--- src/rtl/common_pkg.sv ---
// Shared constants and operand/result types for the streaming adder.
// Imported by the RTL and by the bench.
package common_pkg;

  localparam int ADD_W  = 4;
  localparam int FIFO_D = 4;

  typedef struct packed {
    logic [ADD_W-1:0] a;
    logic [ADD_W-1:0] b;
  } add_req_t;

  typedef logic [ADD_W:0] add_rsp_t;

  function automatic add_rsp_t add_op(add_req_t r);
    return {1'b0, r.a} + {1'b0, r.b};
  endfunction

endpackage

--- src/rtl/adder_stream_core_if.sv ---
// Operand and result valid/ready channels of the streaming adder.
// The slave modport is the core side, the master modport is the driver.
interface adder_stream_core_if #(
  parameter int WIDTH = 4
) ();

  logic             in_valid;
  logic             in_ready;
  logic [WIDTH-1:0] in_a;
  logic [WIDTH-1:0] in_b;
  logic             out_valid;
  logic             out_ready;
  logic [WIDTH:0]   out_sum;
  logic [15:0]      txn_count;

  modport master (
    output in_valid, in_a, in_b, out_ready,
    input  in_ready, out_valid, out_sum, txn_count
  );

  modport slave (
    input  in_valid, in_a, in_b, out_ready,
    output in_ready, out_valid, out_sum, txn_count
  );

endinterface

--- src/rtl/sync_fifo.sv ---
// Single-clock FIFO, power-of-two depth, naturally wrapping pointers.
// Head is read combinationally from the storage array.
module sync_fifo #(
  parameter int W = 5,
  parameter int D = 4
) (
  input  logic                 clk,
  input  logic                 rst,
  input  logic                 push,
  input  logic [W-1:0]         din,
  input  logic                 pop,
  output logic [W-1:0]         dout,
  output logic [$clog2(D):0]   count,
  output logic                 full,
  output logic                 empty
);

  localparam int AW = $clog2(D);
  localparam int CW = AW + 1;

  logic [W-1:0]  mem [D];
  logic [AW-1:0] wr_ptr;
  logic [AW-1:0] rd_ptr;

  always_ff @(posedge clk or posedge rst) begin
    if (rst) begin
      wr_ptr <= '0;
      rd_ptr <= '0;
      count  <= '0;
    end else begin
      if (push) wr_ptr <= wr_ptr + 1'b1;
      if (pop)  rd_ptr <= rd_ptr + 1'b1;
      unique case ({push, pop})
        2'b10:   count <= count + 1'b1;
        2'b01:   count <= count - 1'b1;
        default: count <= count;
      endcase
    end
  end

  // Storage needs no reset: nothing is visible until count is non-zero.
  always_ff @(posedge clk) begin
    if (push) mem[wr_ptr] <= din;
  end

  assign dout  = mem[rd_ptr];
  assign full  = (count == CW'(D));
  assign empty = (count == '0);

  a_no_push_full: assert property (
    @(posedge clk) disable iff (rst) !(push && full)
  );

  a_no_pop_empty: assert property (
    @(posedge clk) disable iff (rst) !(pop && empty)
  );

endmodule

--- src/rtl/adder_stream_core.sv ---
// Streaming adder: operand stage S1, result FIFO, credit-based in_ready.
// Results are never dropped; in_ready comes from registered occupancy.
module adder_stream_core
  import common_pkg::*;
#(
  parameter int WIDTH = ADD_W,
  parameter int DEPTH = FIFO_D
) (
  input logic               clk,
  input logic               rst,
  adder_stream_core_if.slave bus
);

  localparam int CW = $clog2(DEPTH) + 1;

  logic             s1_vld;
  logic [WIDTH-1:0] s1_a;
  logic [WIDTH-1:0] s1_b;
  logic [WIDTH:0]   s1_sum;
  logic [WIDTH:0]   head;
  logic [CW-1:0]    fifo_count;
  logic [CW:0]      occ;
  logic             full;
  logic             empty;
  logic             accept;
  logic             pop;
  logic [15:0]      txn_q;

  // Every accepted pair holds a credit until its result is popped.
  assign occ = {1'b0, fifo_count} + {{CW{1'b0}}, s1_vld};

  assign bus.in_ready = !rst && (occ < (CW+1)'(DEPTH));
  assign accept       = bus.in_valid && bus.in_ready;
  assign pop          = bus.out_valid && bus.out_ready;

  always_ff @(posedge clk or posedge rst) begin
    if (rst) begin
      s1_vld <= 1'b0;
      s1_a   <= '0;
      s1_b   <= '0;
    end else begin
      s1_vld <= accept;
      if (accept) begin
        s1_a <= bus.in_a;
        s1_b <= bus.in_b;
      end
    end
  end

  assign s1_sum = {1'b0, s1_a} + {1'b0, s1_b};

  sync_fifo #(
    .W (WIDTH + 1),
    .D (DEPTH)
  ) u_fifo (
    .clk   (clk),
    .rst   (rst),
    .push  (s1_vld),
    .din   (s1_sum),
    .pop   (pop),
    .dout  (head),
    .count (fifo_count),
    .full  (full),
    .empty (empty)
  );

  always_ff @(posedge clk or posedge rst) begin
    if (rst) begin
      txn_q <= '0;
    end else if (pop) begin
      txn_q <= txn_q + 16'd1;
    end
  end

  assign bus.out_valid = !empty;
  assign bus.out_sum   = empty ? '0 : head;
  assign bus.txn_count = txn_q;

  logic unused_full;
  assign unused_full = full;

endmodule

--- src/flat_wrapper.sv ---
// flat-port wrapper written by rule: the top's interface ports become plain ports
module adder_stream_core_flat import common_pkg::*;
#(
  parameter int WIDTH = ADD_W,
  parameter int DEPTH = FIFO_D
)
  (clk, rst, bus_in_valid, bus_in_a, bus_in_b, bus_out_ready, bus_in_ready, bus_out_valid, bus_out_sum, bus_txn_count);
  adder_stream_core_if #(.WIDTH(WIDTH)) bus_i ();
  input logic clk;
  input logic rst;
  input wire logic [$bits(bus_i.in_valid)-1:0] bus_in_valid;
  input wire logic [$bits(bus_i.in_a)-1:0] bus_in_a;
  input wire logic [$bits(bus_i.in_b)-1:0] bus_in_b;
  input wire logic [$bits(bus_i.out_ready)-1:0] bus_out_ready;
  output wire logic [$bits(bus_i.in_ready)-1:0] bus_in_ready;
  output wire logic [$bits(bus_i.out_valid)-1:0] bus_out_valid;
  output wire logic [$bits(bus_i.out_sum)-1:0] bus_out_sum;
  output wire logic [$bits(bus_i.txn_count)-1:0] bus_txn_count;
  assign bus_i.in_valid = bus_in_valid;
  assign bus_i.in_a = bus_in_a;
  assign bus_i.in_b = bus_in_b;
  assign bus_i.out_ready = bus_out_ready;
  assign bus_in_ready = bus_i.in_ready;
  assign bus_out_valid = bus_i.out_valid;
  assign bus_out_sum = bus_i.out_sum;
  assign bus_txn_count = bus_i.txn_count;
  adder_stream_core #(.WIDTH(WIDTH), .DEPTH(DEPTH)) u_core (.clk(clk), .rst(rst), .bus(bus_i));
endmodule
--- config.mk ---
export PLATFORM = sky130hd
export DESIGN_NAME = adder_stream_core_flat
export DESIGN_NICKNAME = d
export VERILOG_FILES = /design/src/rtl/common_pkg.sv /design/src/rtl/adder_stream_core_if.sv /design/src/rtl/sync_fifo.sv /design/src/rtl/adder_stream_core.sv /design/src/flat_wrapper.sv
export SDC_FILE = /design/constraint.sdc
export NUM_CORES = 1
export LEC_CHECK = 0
export ABC_AREA = 1
export CAP_MARGIN = 20
export CORE_ASPECT_RATIO = 0.8
export CORE_MARGIN = 1
export CORE_UTILIZATION = 55
export CTS_CLUSTER_DIAMETER = 50
export DETAILED_ROUTE_END_ITERATION = 6
export GPL_TIMING_DRIVEN = 0
export HOLD_SLACK_MARGIN = 0.03
export PLACE_DENSITY = 0.8
export SLEW_MARGIN = 40
export SYNTH_ARGS = -nofsm -noshare
export SYNTH_HDL_FRONTEND = slang
export SYNTH_SLANG_ARGS = --single-unit
--- constraint.sdc ---
create_clock -name clk -period 4.1 [get_ports clk]
set_input_delay 0.615 -clock clk [delete_from_list [all_inputs] [get_ports clk]]
set_output_delay 0.615 -clock clk [all_outputs]
set_load 0.02 [all_outputs]
==> results.ini, run 1 <==
[sta]
worst_pin_slew_ns=0.681
fin_skew_ns=0.00499
min_period_ns=3.01
max_freq_mhz=332
hold_viol=0
fin_crit_sh_pct=73.4
setup_ws_ns=1.09
slew_violations=0
tns_ns=0
rsz0062_at_grt=false
relSlewSlack_pct=54.5
final-setup-viol-count=0

[route]
drt-pass1-iter-count=4
drc=0
wire_per_inst_um=12.3
final_antenna_net_count=0
drt-total-wl_um=4650
drt_iter0_markers=105
dr_total_vias=1884
via_per_inst=4.98

[grt]
grtUsageTotal_pct=21.7
grt_pass1_wl_um=8220
grt_pass1_vias=1744
globalRouteOverflowTotal=0
grt_max_degree=34
antenna_found_initial=0

[synthesis]
syn_area_per_cell_um2=9.30
ys_types=25
synth_top_cell_area_share_pct=30.9
yosys_most_used_dff=dfrtp_1
ys_seq_area_share_pct=54.0
postSynthCellCount=279
async_flop_share_pct=61.5
yosys_register_bits=52
synth_nets=303
ys_warn_count=0
ys_top_cells_by_area=dfrtp_1 (31%), edfxtp_1 (23%), nand2_1 (11%)
syn_area_um2=2590
synth-edff-count=20
synth_top_cell_by_area=dfrtp_1

[placed_design]
port-buffer-count=34
hpwl_um=3410
placed_area_um2=3010
globalplace.congestion=0.853
pre_cts_slack_ns=1.04

[hold_path]
hold_class=flop to flop
hold_depth=2
hold_end=u_core.s1_b[3]$_DFFE_PP0P_
hp-start=u_core.s1_b[3]$_DFFE_PP0P_

[clock_network]
clock_sinks=52
cts_made_buffers=5
root_buffer=clkbuf_8
clock_latency_ns=0.31
path_clk_slew_ns=0.09
htree_levels=2
cts_resized=0
hold_buffers=0
cts_setup_buffers=0
cts_tree=built
clk_path_buf_depth=2

[pwr]
power.density_nw_per_um2=684
leakage_nw=1.40
max-vdd-ir-drop_v=0.000419

[final_layout]
fill_cells=350
areaGrowthSynthToFinish_pct=19.4
mostFrequentLayoutCell=nand2_1
final_cell_mix=nand2_1 (76), nor2_1 (36), clkdlybuf4s50_1 (34), dfrtp_1 (32), inv_1 (23)
final_nets=344
drive_above_1_share_pct=10.9
design_area_um2=3100
n_antenna_cell=0

[critical_path]
cp-start-kind=input port
path_max_fanout=33
path_buf_inv=4
arrival_ns=2.39
cpMaxStageDelayCell=clkdlybuf4s50_1
reg2reg_depth=11
critPathTopFamily=buffers and inverters
rr_endpoint=u_core.u_fifo.count[2]$_DFFE_PP0P_
cp-end-kind=output port
required_ns=3.48
max_stage_delay_ns=0.59
cp_cell_sequence=clkdlybuf4s50_1, inv_2, nand3_1, inv_2, clkdlybuf4s50_1
worst-setup-path-type=input port to output port
r2r-start=u_core.u_fifo.count[1]$_DFFE_PP0P_
rrSetupSlack_ns=1.98

[floorplanning]
die_y_um=63.4
die-area_um2=5000
fp.dieW_um=78.8
initial_utilization_pct=59.5
rows=21
ios=35
core_area_um2=4360

[job]
drv_cap=0

[status]
status=finished clean

==> routing by layer <==
metal / GRT usage, % / wire, um
met3: 3.91 / 199
met4: 6.94 / 64
met1: 33.5 / 2420
met5: 0 / 0
met2: 31.0 / 1970
==> worst reg2reg max path, cell delays in order (launching register included) <==
cell and delay, ns:
dfrtp_1 0.40, inv_2 0.08, nand3_4 0.11, nand2_4 0.07
buf_6 0.15, inv_2 0.16, ha_1 0.18, inv_1 0.07
fa_1 0.38, a21oi_1 0.15, o21ai_0 0.12, xor2_1 0.15
==> cells in the mapped netlist, types with 3 or more instances <==
cell      instances
nand4_1           4
ha_1             10
nor2_1           36
dfrtp_1          32
edfxtp_1         20
nor2_4            3
a21oi_1           8
inv_2             6
xor2_1           11
o21ai_0          13
nor2_2            3
o21ai_1           5
buf_2             3
inv_1            24
nand3_1           9
nand2_2           5
nand2_1          76
==> where the power goes <==
group / total (mW) / internal [mW] / switching (mW)
registers: 0.871 / 0.759 / 0.112
clock network: 0.303 / 0.135 / 0.168
logic: 0.945 / 0.384 / 0.562
total: 2.12 / 1.28 / 0.841
==> metrics by stage <==
step	power, mW	hold WS, ns	std cells	util, %
finish	2.12	0.498	378	71.0
global route	2.29	0.539	378	71.0
CTS	2.13	0.504	378	71.0
detailed placement	1.83	0.476	370	68.9
global placement	1.79	0.472	370	68.9
floorplan	1.49	0.453	279	-
==> registers in the layout, indices dropped and copies added, names as in the netlist <==
register              flops
u_core.u_fifo.mem        20
u_core.bus.txn_count     16
u_core.s1_a               4
u_core.s1_b               4
u_core.u_fifo.count       3
u_core.u_fifo.rd_ptr      2
u_core.u_fifo.wr_ptr      2
u_core.s1_vld             1
==> area by class of cell <==
type                    count  area, um2  share of cell area [%]
clock buffers               6       82.6                    2.67
inverters                  30        113                    3.63
multi-input cells         192       1050                    33.9
plain buffers               5       30.0                   0.969
well taps                  57       71.3                    2.30
flip-flops and latches     52       1400                    45.2
clock inverters             2       10.0                   0.323
repair buffers             34        340                    11.0
==> how the worst max path moves through the flow <==
| stage | from | endpoint | slack, ns | cells after the start |
|---|---|---|---|---|
| 5_1_grt | rst | bus_in_ready | 0.89 | 5 |
| 4_1_cts | rst | bus_in_ready | 1.04 | 5 |
| 3_5_place_dp | rst | bus_in_ready | 1.04 | 5 |
| 2_1_floorplan | rst | bus_in_ready | 1.85 | 3 |
| 6_report | rst | bus_in_ready | 1.09 | 5 |
| 3_3_place_gp | rst | bus_in_ready | 0.60 | 5 |
==> cells by family after synthesis <==
kind of cell / share of synthesized area [%]
AO/OA/AOI/OAI: 5.02
XOR/XNOR: 5.02
AND/OR/NAND/NOR: 24.1
buffers and inverters: 5.50
adder cells (fa/ha/maj): 6.37
flip-flops: 54.0
Power figures use the tool's default switching activity.
==> inputs of run 2 (changes only) <==
--- a/config.mk
+++ b/config.mk
@@ -9,12 +9,12 @@
 export CAP_MARGIN = 20
 export CORE_ASPECT_RATIO = 0.8
 export CORE_MARGIN = 1
-export CORE_UTILIZATION = 55
+export CORE_UTILIZATION = 49
 export CTS_CLUSTER_DIAMETER = 50
 export DETAILED_ROUTE_END_ITERATION = 6
 export GPL_TIMING_DRIVEN = 0
 export HOLD_SLACK_MARGIN = 0.03
-export PLACE_DENSITY = 0.8
+export PLACE_DENSITY = 0.75
 export SLEW_MARGIN = 40
 export SYNTH_ARGS = -nofsm -noshare
 export SYNTH_HDL_FRONTEND = slang
==> constraint.sdc (replaced) <==
create_clock -name clk -period 2.4 [get_ports clk]
set_input_delay 0.36 -clock clk [delete_from_list [all_inputs] [get_ports clk]]
set_output_delay 0.36 -clock clk [all_outputs]
set_load 0.02 [all_outputs]
==> results.ini, run 2 (same netlist as run 1, synthesis figures left out) <==
[final_layout]
utilization_pct=61.6  ; -9.5 points
n_antenna_cell=0  ; unchanged
areaGrowthSynthToFinish_pct=20.2
instances_no_fill=382  ; +1.1%
final_nets=343  ; -0.29%
mostFrequentLayoutCell=nand2_1
regMostFlops=u_core.u_fifo.mem
final_cell_mix=nand2_1 (76), nor2_1 (36), dfrtp_1 (32), clkdlybuf4s50_1 (29), inv_1 (23)
drive_above_1_share_pct=10.9  ; +0.034 points
largest_register_ffs=20  ; unchanged

[floorplanning]
core_area_um2=5060  ; +16%
fp.dieW_um=83.3  ; +5.8%
ios=35  ; unchanged
initial_utilization_pct=51.2  ; -8.3 points
die_y_um=67.1  ; +5.8%
rows=23  ; +9.5%
die-area_um2=5590  ; +12%

[job]
drv_cap=0  ; unchanged

[pwr]
comb_power_share_pct=44.2  ; -0.4 points
power_switching_mw=1.44  ; +72%
leakage_nw=1.46  ; +3.8%
switching_share_pct=40.0  ; +0.31 points
power.density_nw_per_um2=1160  ; +69%
p_int_mw=2.17  ; +69%
max-vdd-ir-drop_v=0.000731  ; +74%
p_seq_share_pct=41.3  ; +0.2 points
clock_power_share_pct=14.5  ; +0.2 points

[clock_network]
clk_path_buf_depth=2  ; unchanged
path_clk_slew_ns=0.10  ; about the same
cts_made_buffers=5  ; unchanged
cts_setup_buffers=0  ; unchanged
clock_sinks=52  ; unchanged
htree_levels=2  ; unchanged
clock_latency_ns=0.31  ; about the same
root_buffer=clkbuf_8
cts_tree=built

[sta]
final-setup-viol-count=0  ; unchanged
tns_ns=0  ; unchanged
rsz0062_at_grt=false
hold_viol=0  ; unchanged
setup_ws_ns=0.148  ; -0.943 ns
relSlewSlack_pct=78.1  ; +24 points
max_freq_mhz=444
whs_ns=0.385  ; -0.113 ns
worst_pin_slew_ns=0.327  ; -0.353 ns
slew_violations=0  ; unchanged
fin_crit_sh_pct=93.8
min_period_ns=2.25
fin_skew_ns=0.0106  ; +0.00559 ns

[grt]
grt_pass1_wl_um=8320  ; +1.2%
grt_pass1_vias=1772  ; +1.6%
globalRouteOverflowTotal=0  ; unchanged
grt_max_degree=34  ; unchanged
antenna_found_initial=0  ; unchanged
grtUsageTotal_pct=19.4  ; -2.3 points

[critical_path]
required_ns=2.04  ; -1.44 ns
cp_cell_sequence=clkdlybuf4s50_1, inv_6, nand3_1, inv_2, clkdlybuf4s50_1
max_stage_delay_ns=0.59  ; about the same
critPathTopFamily=buffers and inverters
cp_common_cell=clkdlybuf4s50_1
path_buf_inv=4  ; unchanged
worst-setup-path-type=input port to output port
cp-end-kind=output port
cp-start-kind=input port
arrival_ns=1.89  ; -0.50 ns
path_max_fanout=33  ; unchanged
cpMaxStageDelayCell=clkdlybuf4s50_1

[placed_design]
hpwl_um=3580  ; +5.2%
pre_cts_slack_ns=-0.161  ; -1.21 ns
port-buffer-count=34  ; unchanged
globalplace.congestion=0.815  ; -4.4%
placed_cells=375  ; +1.4%

[status]
status=finished clean

[route]
dr_total_vias=1908  ; +1.3%
final_antenna_net_count=0  ; unchanged
drt-total-wl_um=4840  ; +4.0%
drc=0  ; unchanged
drt_iter0_markers=105  ; unchanged
wire_per_inst_um=12.7  ; +2.9%
drt-pass1-iter-count=4  ; unchanged
via_per_inst=4.99  ; +0.21%

[hold_path]
hold_class=input port to async pin

run 2: power by group through the flow:
stage,combinational [mW],clock (mW),sequential (mW)
CTS,1.63,0.528,1.49
global route,1.80,0.561,1.53
finish,1.60,0.522,1.49
floorplan,1.00,0,1.54
global placement,1.57,0,1.50
detailed placement,1.62,0,1.51
run 2: metal layers:
layer	routed length (um)	GRT usage, %	share of wire [%]
met2	2150	30.3	44
met5	0	0	0
met1	2410	26.8	50
met4	48	5.17	0.99
met3	226	5.45	4.7
run 2: through the flow:
step / instance area [um2] / power, mW
global route: 3120 / 3.89
floorplan: 2590 / 2.54
global placement: 3010 / 3.07
CTS: 3100 / 3.65
detailed placement: 3010 / 3.13
finish: 3120 / 3.61
run 2: layout make-up:
cell class | instances | area (um2)
Timing Repair Buffer | 34 | 353
Inverter | 30 | 118
Fill cell | 439 | 1950
Multi-Input combinational cell | 192 | 1050
Clock inverter | 2 | 10.0
Buffer | 4 | 26.3
Clock buffer | 6 | 82.6
Sequential cell | 52 | 1400
Tap cell | 62 | 77.6
run 2: final timing paths:
kind	cells past startpoint	slack (ns)	from	end
min in group clk	2	0.50	u_core.s1_a[3]$_DFFE_PP0P_	u_core.s1_a[3]$_DFFE_PP0P_
hold / removal	2	0.38	rst	u_core.u_fifo.wr_ptr[0]$_DFFE_PP0P_
setup reg to reg	11	0.24	u_core.u_fifo.count[1]$_DFFE_PP0P_	u_core.u_fifo.count[2]$_DFFE_PP0P_
setup / recovery	5	0.15	rst	bus_in_ready
max in group asynchronous	2	1.78	rst	u_core.bus.txn_count[15]$_DFFE_PP0P_
hold reg to reg	2	0.50	u_core.s1_a[3]$_DFFE_PP0P_	u_core.s1_a[3]$_DFFE_PP0P_
run 2: repair_timing:
item,4_1_cts,5_1_grt
hold buffers,0,0
gates cloned,0,0
setup endpoints to repair,6,6
resized for setup,1,6
run 2: worst reg2reg max path: stages, from the launching register on:
cell and delay (ns):
dfrtp_1 0.40, inv_2 0.08, nand3_4 0.11, nand2_4 0.07, buf_6 0.15, inv_2 0.16, ha_1 0.17, inv_1 0.06
fa_1 0.39, a21oi_1 0.15, o21ai_0 0.13, xor2_1 0.16
==> inputs of run 3 (changes only) <==
--- a/config.mk
+++ b/config.mk
@@ -6,6 +6,7 @@
 export NUM_CORES = 1
 export LEC_CHECK = 0
 export ABC_AREA = 1
+export ABC_CLOCK_PERIOD_IN_PS = 2400
 export CAP_MARGIN = 20
 export CORE_ASPECT_RATIO = 0.8
 export CORE_MARGIN = 1
==> results of run 3 <==
The final DEF is identical to that of run 2; final timing and power are the same.
